[config.mk]
export PLATFORM = sky130hd
export DESIGN_NAME = lsu_arbiter
export DESIGN_NICKNAME = d
export VERILOG_FILES = /design/src/rtl/lsu_arbiter.sv
export SDC_FILE = /design/constraint.sdc
export NUM_CORES = 1
export LEC_CHECK = 0
export ABC_AREA = 1
export BUFFER_PORTS_ARGS = -buffer_cell sky130_fd_sc_hd__buf_2
export CAP_MARGIN = 10
export CORE_MARGIN = 4
export CORE_UTILIZATION = 40
export CTS_BUF_LIST = sky130_fd_sc_hd__clkbuf_16
export CTS_CLUSTER_SIZE = 8
export DETAILED_ROUTE_END_ITERATION = 8
export GPL_TIMING_DRIVEN = 0
export HOLD_SLACK_MARGIN = 0.05
export PLACE_DENSITY = 0.74
export SLEW_MARGIN = 20
export SYNTH_ARGS = -nofsm -noshare
export SYNTH_HDL_FRONTEND = slang
export SYNTH_SLANG_ARGS = --single-unit
[constraint.sdc]
create_clock -name i_clk -period 3.7 [get_ports i_clk]
set_input_delay 0.185 -clock i_clk [delete_from_list [all_inputs] [get_ports i_clk]]
set_output_delay 0.185 -clock i_clk [all_outputs]
set_load 0.005 [all_outputs]
[src/rtl/lsu_arbiter.sv]
// Two-master arbiter in front of the load/store unit: issues one access at a
// time, routes the load response to its owner and times out unanswered loads.
module lsu_arbiter #(
    parameter bit          FIXED_PRIO = 1'b0,
    parameter int          RD_TIMEOUT = 4,
    parameter logic [31:0] IDLE_ADDR  = 32'hFFFF_FFF0
) (
    input  logic        i_clk,
    input  logic        i_rst_n,

    input  logic        i_m0_req,
    input  logic [31:0] i_m0_addr,
    input  logic [31:0] i_m0_wdata,
    input  logic [3:0]  i_m0_strb,
    input  logic        i_m0_wren,
    output logic        o_m0_gnt,
    output logic [31:0] o_m0_rdata,
    output logic        o_m0_rvld,
    output logic        o_m0_err,

    input  logic        i_m1_req,
    input  logic [31:0] i_m1_addr,
    input  logic [31:0] i_m1_wdata,
    input  logic [3:0]  i_m1_strb,
    input  logic        i_m1_wren,
    output logic        o_m1_gnt,
    output logic [31:0] o_m1_rdata,
    output logic        o_m1_rvld,
    output logic        o_m1_err,

    output logic [31:0] o_lsu_addr,
    output logic [31:0] o_st_data,
    output logic [3:0]  o_st_strb,
    output logic        o_lsu_wren,
    input  logic [31:0] i_ld_data,
    input  logic        i_data_vld
);

    localparam int               CNT_W    = (RD_TIMEOUT > 1) ? $clog2(RD_TIMEOUT) : 1;
    localparam logic [CNT_W-1:0] CNT_LAST = CNT_W'(RD_TIMEOUT - 1);

    typedef enum logic [1:0] {IDLE, ISSUE, WAIT} state_t;

    state_t           state;
    logic [CNT_W-1:0] wait_cnt;
    logic             last;
    logic             owner;
    logic             pick_m1;

    // On a tie, round-robin hands the bus to whoever did not own it last.
    assign pick_m1 = i_m1_req && (!i_m0_req || (!FIXED_PRIO && !last));

    always_ff @(posedge i_clk or negedge i_rst_n) begin
        if (!i_rst_n) begin
            state      <= IDLE;
            wait_cnt   <= '0;
            last       <= 1'b1;
            owner      <= 1'b0;
            o_m0_gnt   <= 1'b0;
            o_m1_gnt   <= 1'b0;
            o_m0_rvld  <= 1'b0;
            o_m1_rvld  <= 1'b0;
            o_m0_err   <= 1'b0;
            o_m1_err   <= 1'b0;
            o_m0_rdata <= '0;
            o_m1_rdata <= '0;
            o_lsu_addr <= IDLE_ADDR;
            o_st_data  <= '0;
            o_st_strb  <= '0;
            o_lsu_wren <= 1'b0;
        end else begin
            o_m0_gnt   <= 1'b0;
            o_m1_gnt   <= 1'b0;
            o_m0_rvld  <= 1'b0;
            o_m1_rvld  <= 1'b0;
            o_m0_err   <= 1'b0;
            o_m1_err   <= 1'b0;
            // The bus is parked unless a grant is being issued this cycle.
            o_lsu_addr <= IDLE_ADDR;
            o_st_data  <= '0;
            o_st_strb  <= '0;
            o_lsu_wren <= 1'b0;

            case (state)
                IDLE: begin
                    if (i_m0_req || i_m1_req) begin
                        owner      <= pick_m1;
                        last       <= pick_m1;
                        o_m0_gnt   <= !pick_m1;
                        o_m1_gnt   <= pick_m1;
                        o_lsu_addr <= pick_m1 ? i_m1_addr  : i_m0_addr;
                        o_st_data  <= pick_m1 ? i_m1_wdata : i_m0_wdata;
                        o_st_strb  <= pick_m1 ? i_m1_strb  : i_m0_strb;
                        o_lsu_wren <= pick_m1 ? i_m1_wren  : i_m0_wren;
                        state      <= ISSUE;
                    end
                end

                ISSUE: begin
                    wait_cnt <= '0;
                    state    <= o_lsu_wren ? IDLE : WAIT;
                end

                WAIT: begin
                    if (i_data_vld) begin
                        if (owner) begin
                            o_m1_rdata <= i_ld_data;
                            o_m1_rvld  <= 1'b1;
                        end else begin
                            o_m0_rdata <= i_ld_data;
                            o_m0_rvld  <= 1'b1;
                        end
                        state <= IDLE;
                    end else if (wait_cnt == CNT_LAST) begin
                        if (owner) begin
                            o_m1_rdata <= '0;
                            o_m1_rvld  <= 1'b1;
                            o_m1_err   <= 1'b1;
                        end else begin
                            o_m0_rdata <= '0;
                            o_m0_rvld  <= 1'b1;
                            o_m0_err   <= 1'b1;
                        end
                        state <= IDLE;
                    end else begin
                        wait_cnt <= wait_cnt + CNT_W'(1);
                    end
                end

                default: state <= IDLE;
            endcase
        end
    end

endmodule

==> run_results.csv <==
group,metric,value,unit
status,outcome,"complete, no violations",
global_routing,grt_pass1_vias,6453,
sta,drv_slew,0,
sta,post-route-period-util,52.0,%
cells_and_area,num-nets-final,1344,
cells_and_area,fillCellCount,1273,
floorplanning,die_area,17900,um2
route,wl,21300,um
floorplanning,die_w,134,um
sta,tns,0,ns
setup_path,slowest_delay,0.57,ns
cells_and_area,num_antenna_cells,0,
route,detail-route-antenna-nets,0,
route,dr.pass1.iters,5,
sta,skew,0.00622,ns
floorplanning,initial_utilization,41.3,%
logic_synthesis,yosysSeqAreaShare,58.0,%
pwr,p_per_area,676,nW/um2
sta,setup_viol,0,
clock_tree,cts_root_buffer,"clkbuf_16",
pwr,leakage,0.00545,uW
logic_synthesis,synth.area.mux_share,0,%
global_routing,grt_usage,23.9,%
cells_and_area,final-instance-count-excl-fill,1391,
setup_path,critPathKind,"reg2reg",
route,via_per_inst,4.67,
place,portBuffers,311,
hold_path,hold_class,"in2reg",
floorplanning,rows,45,
logic_synthesis,synth.cell_area,6320,um2
setup_path,crit_fanout,10,
logic_synthesis,synth-simple-area-share,34.1,%
sta,tightest_slew,0.566,ns
setup_path,critPathLaunchType,"register",
sta,fin_crit,1.92,ns
clock_tree,numCtsBuffers,17,
place,dp_hpwl,14900,um
clock_tree,htree_levels,4,
logic_synthesis,syn_area_per_cell,8.53,um2
place,pre_cts_ws,2.22,ns
cells_and_area,mostFrequentLayoutCell,"buf_2",
logic_synthesis,yosysUniqueCellTypes,21,
clock_tree,clk_latency,0.42,ns
sta,fmax,520,MHz
logic_synthesis,synth_fa_ha_area_share,0.198,%
clock_tree,cts_tree,"yes",
setup_path,critPathMostFrequentCell,"nand3_1",
clock_tree,hold_buffers,96,
global_routing,antenna_found_initial,0,
logic_synthesis,synthXorXnorAreaFrac,0,%
cells_and_area,drive_above_1_share,34.9,%
sta,rsz0062_at_grt,"false",
setup_path,worst_path_dominant_cell_family,"buffers and inverters",
pwr,peakVddDrop,353,uV
setup_path,critPathBufInv,3,
global_routing,overflow,0,
cells_and_area,mostFrequentLayoutCells,"buf_2 (328), nand2_1 (306), dfrtp_1 (116), dlygate4sd3_1 (96), nor2_1 (86)",
place,place_inst,1264,
sta,hold_viol,0,
logic_synthesis,syn_nets,917,
setup_path,required,4.05,ns
clock_tree,clk_path_buf_depth,2,
cells_and_area,area_delta_synth_final,54.1,%
setup_path,cp.arrival,2.28,ns
sta,slew_headroom,62.3,%
global_routing,grt_pass1_wl,33500,um
floorplanning,die_h,134,um
setup_path,crit_path_end_kind,"register",
logic_synthesis,syn_inst,741,
logic_synthesis,synth-compound-area-share,0.238,%
floorplanning,core-area,15300,um2
setup_path,crit_slowest_cell,"dlygate4sd3_1",
clock_tree,postCtsSetupRepairBufs,0,
logic_synthesis,synth_top_family_by_area,"simple AND/OR/NAND/NOR gates",
sta,setup_slack,1.78,ns
logic_synthesis,yosysWarnings,0,
route,drc,0,
floorplanning,pin_count,314,
logic_synthesis,synth-seq-cells,145,
route,num_vias,6492,
clock_tree,cts_resized,0,
flow_run,max_cap_violations,0,
clock_tree,clock_sinks,145,
route,route.detailed.wl_per_inst,15.3,um
clock_tree,path_clk_slew,0.06,ns
place,gp_congestion,0.835,
route,drt_first_iter_violations,356,
setup_path,worstPathCellList,"nand2_2 > buf_2 > buf_4 > nand3_1 > nand3_1 > dlygate4sd3_1",
global_routing,grt_max_degree,74,
==> worst reg2reg max path, stage by stage, from the launching register on <==
cell,delay [ns]
dfstp_2,0.53
nand2_2,0.13
buf_2,0.23
buf_4,0.19
nand3_1,0.09
nand3_1,0.11
dlygate4sd3_1,0.57
==> cells in the mapped netlist <==
library cell	n	area [um2]
nand2_2	3	18.8
clkbuf_1	6	22.5
nand2_1	306	1150
inv_1	43	161
nand3_1	58	290
buf_1	4	15.0
inv_2	3	11.3
buf_2	18	90.1
ha_1	1	12.5
nor2_1	86	323
nor2_8	1	20.0
nor2_2	1	6.26
nor3_1	2	10.0
buf_6	11	124
o21ai_0	3	15.0
buf_4	6	45.0
dfstp_2	29	762
dfrtp_1	116	2900
nand3_2	2	20.0
nor2_4	1	11.3
nand3b_1	41	308
==> cells by family (layout without fill, tap and decap cells) <==
family | count (synthesis) | count (layout)
AOI/OAI and AO/OA | 3 | 3
adders and majority gates | 1 | 1
buffers and inverters | 91 | 530
DFF | 145 | 145
and+or+nand+nor | 501 | 501
==> per-stage QoR <==
step	hold slack, ns	utilization [%]	total power (uW)	area [um2]
finish	0.0659	63.6	6580	9730
global route	0.0709	63.6	7000	9730
CTS	0.0555	63.6	6600	9730
detailed placement	0.190	53.4	4630	8180
global placement	0.391	53.1	4570	8140
floorplan	-0.111	-	3580	6320
==> sequential cells by signal, indices dropped and copies added, names as in the netlist <==
signal and cells:
o_m1_rvld 1, state 2, owner 1, o_st_data 32, last 1, o_m1_rdata 32
o_m1_err 1, o_m0_err 1, o_m0_gnt 1, o_st_strb 4, o_m0_rvld 1, wait_cnt 2
o_lsu_wren 1, o_lsu_addr 32, o_m1_gnt 1, o_m0_rdata 32
==> metal layers <==
metal  track usage (%)  up-vias  part of all wire (%)
met5                 0        -                     0
met4              10.9        0                   3.7
met3              6.42       55                   8.1
met2              41.7      308                    50
met1              27.5     3000                    38
li1                  -     3129                     -
==> path summary, 6_finish.rpt <==
path,start,end,slack [ns],cells past startpoint
max in group asynchronous,i_rst_n,o_lsu_addr[16]$_DFF_PN1_,2.59,3
min,i_m1_wdata[6],o_st_data[6]$_DFF_PN0_,0.07,4
max reg2reg,last$_DFFE_PN1P_,o_lsu_addr[6]$_DFF_PN1_,1.78,6
min reg2reg,o_m0_rdata[25]$_DFFE_PN0P_,o_m0_rdata[25]$_DFFE_PN0P_,0.47,2
min in group asynchronous,i_rst_n,o_m0_rdata[17]$_DFFE_PN0P_,0.33,2
max,last$_DFFE_PN1P_,o_lsu_addr[6]$_DFF_PN1_,1.78,6
==> area by class of cell <==
type	count	area [um2]	share of cell area, %
Sequential cell	145	3660	37.6
Inverter	46	173	1.77
Clock buffer	17	425	4.37
Buffer	45	297	3.05
Clock inverter	14	173	1.77
Multi-Input combinational cell	505	2180	22.4
Timing Repair Buffer	408	2550	26.2
Tap cell	211	264	2.71
==> where the power goes <==
group / switching (uW) / internal, uW
combinational: 1240 / 1060
clock: 653 / 1110
sequential: 257 / 2260
total: 2150 / 4430
(Power assumes the default switching activity.)
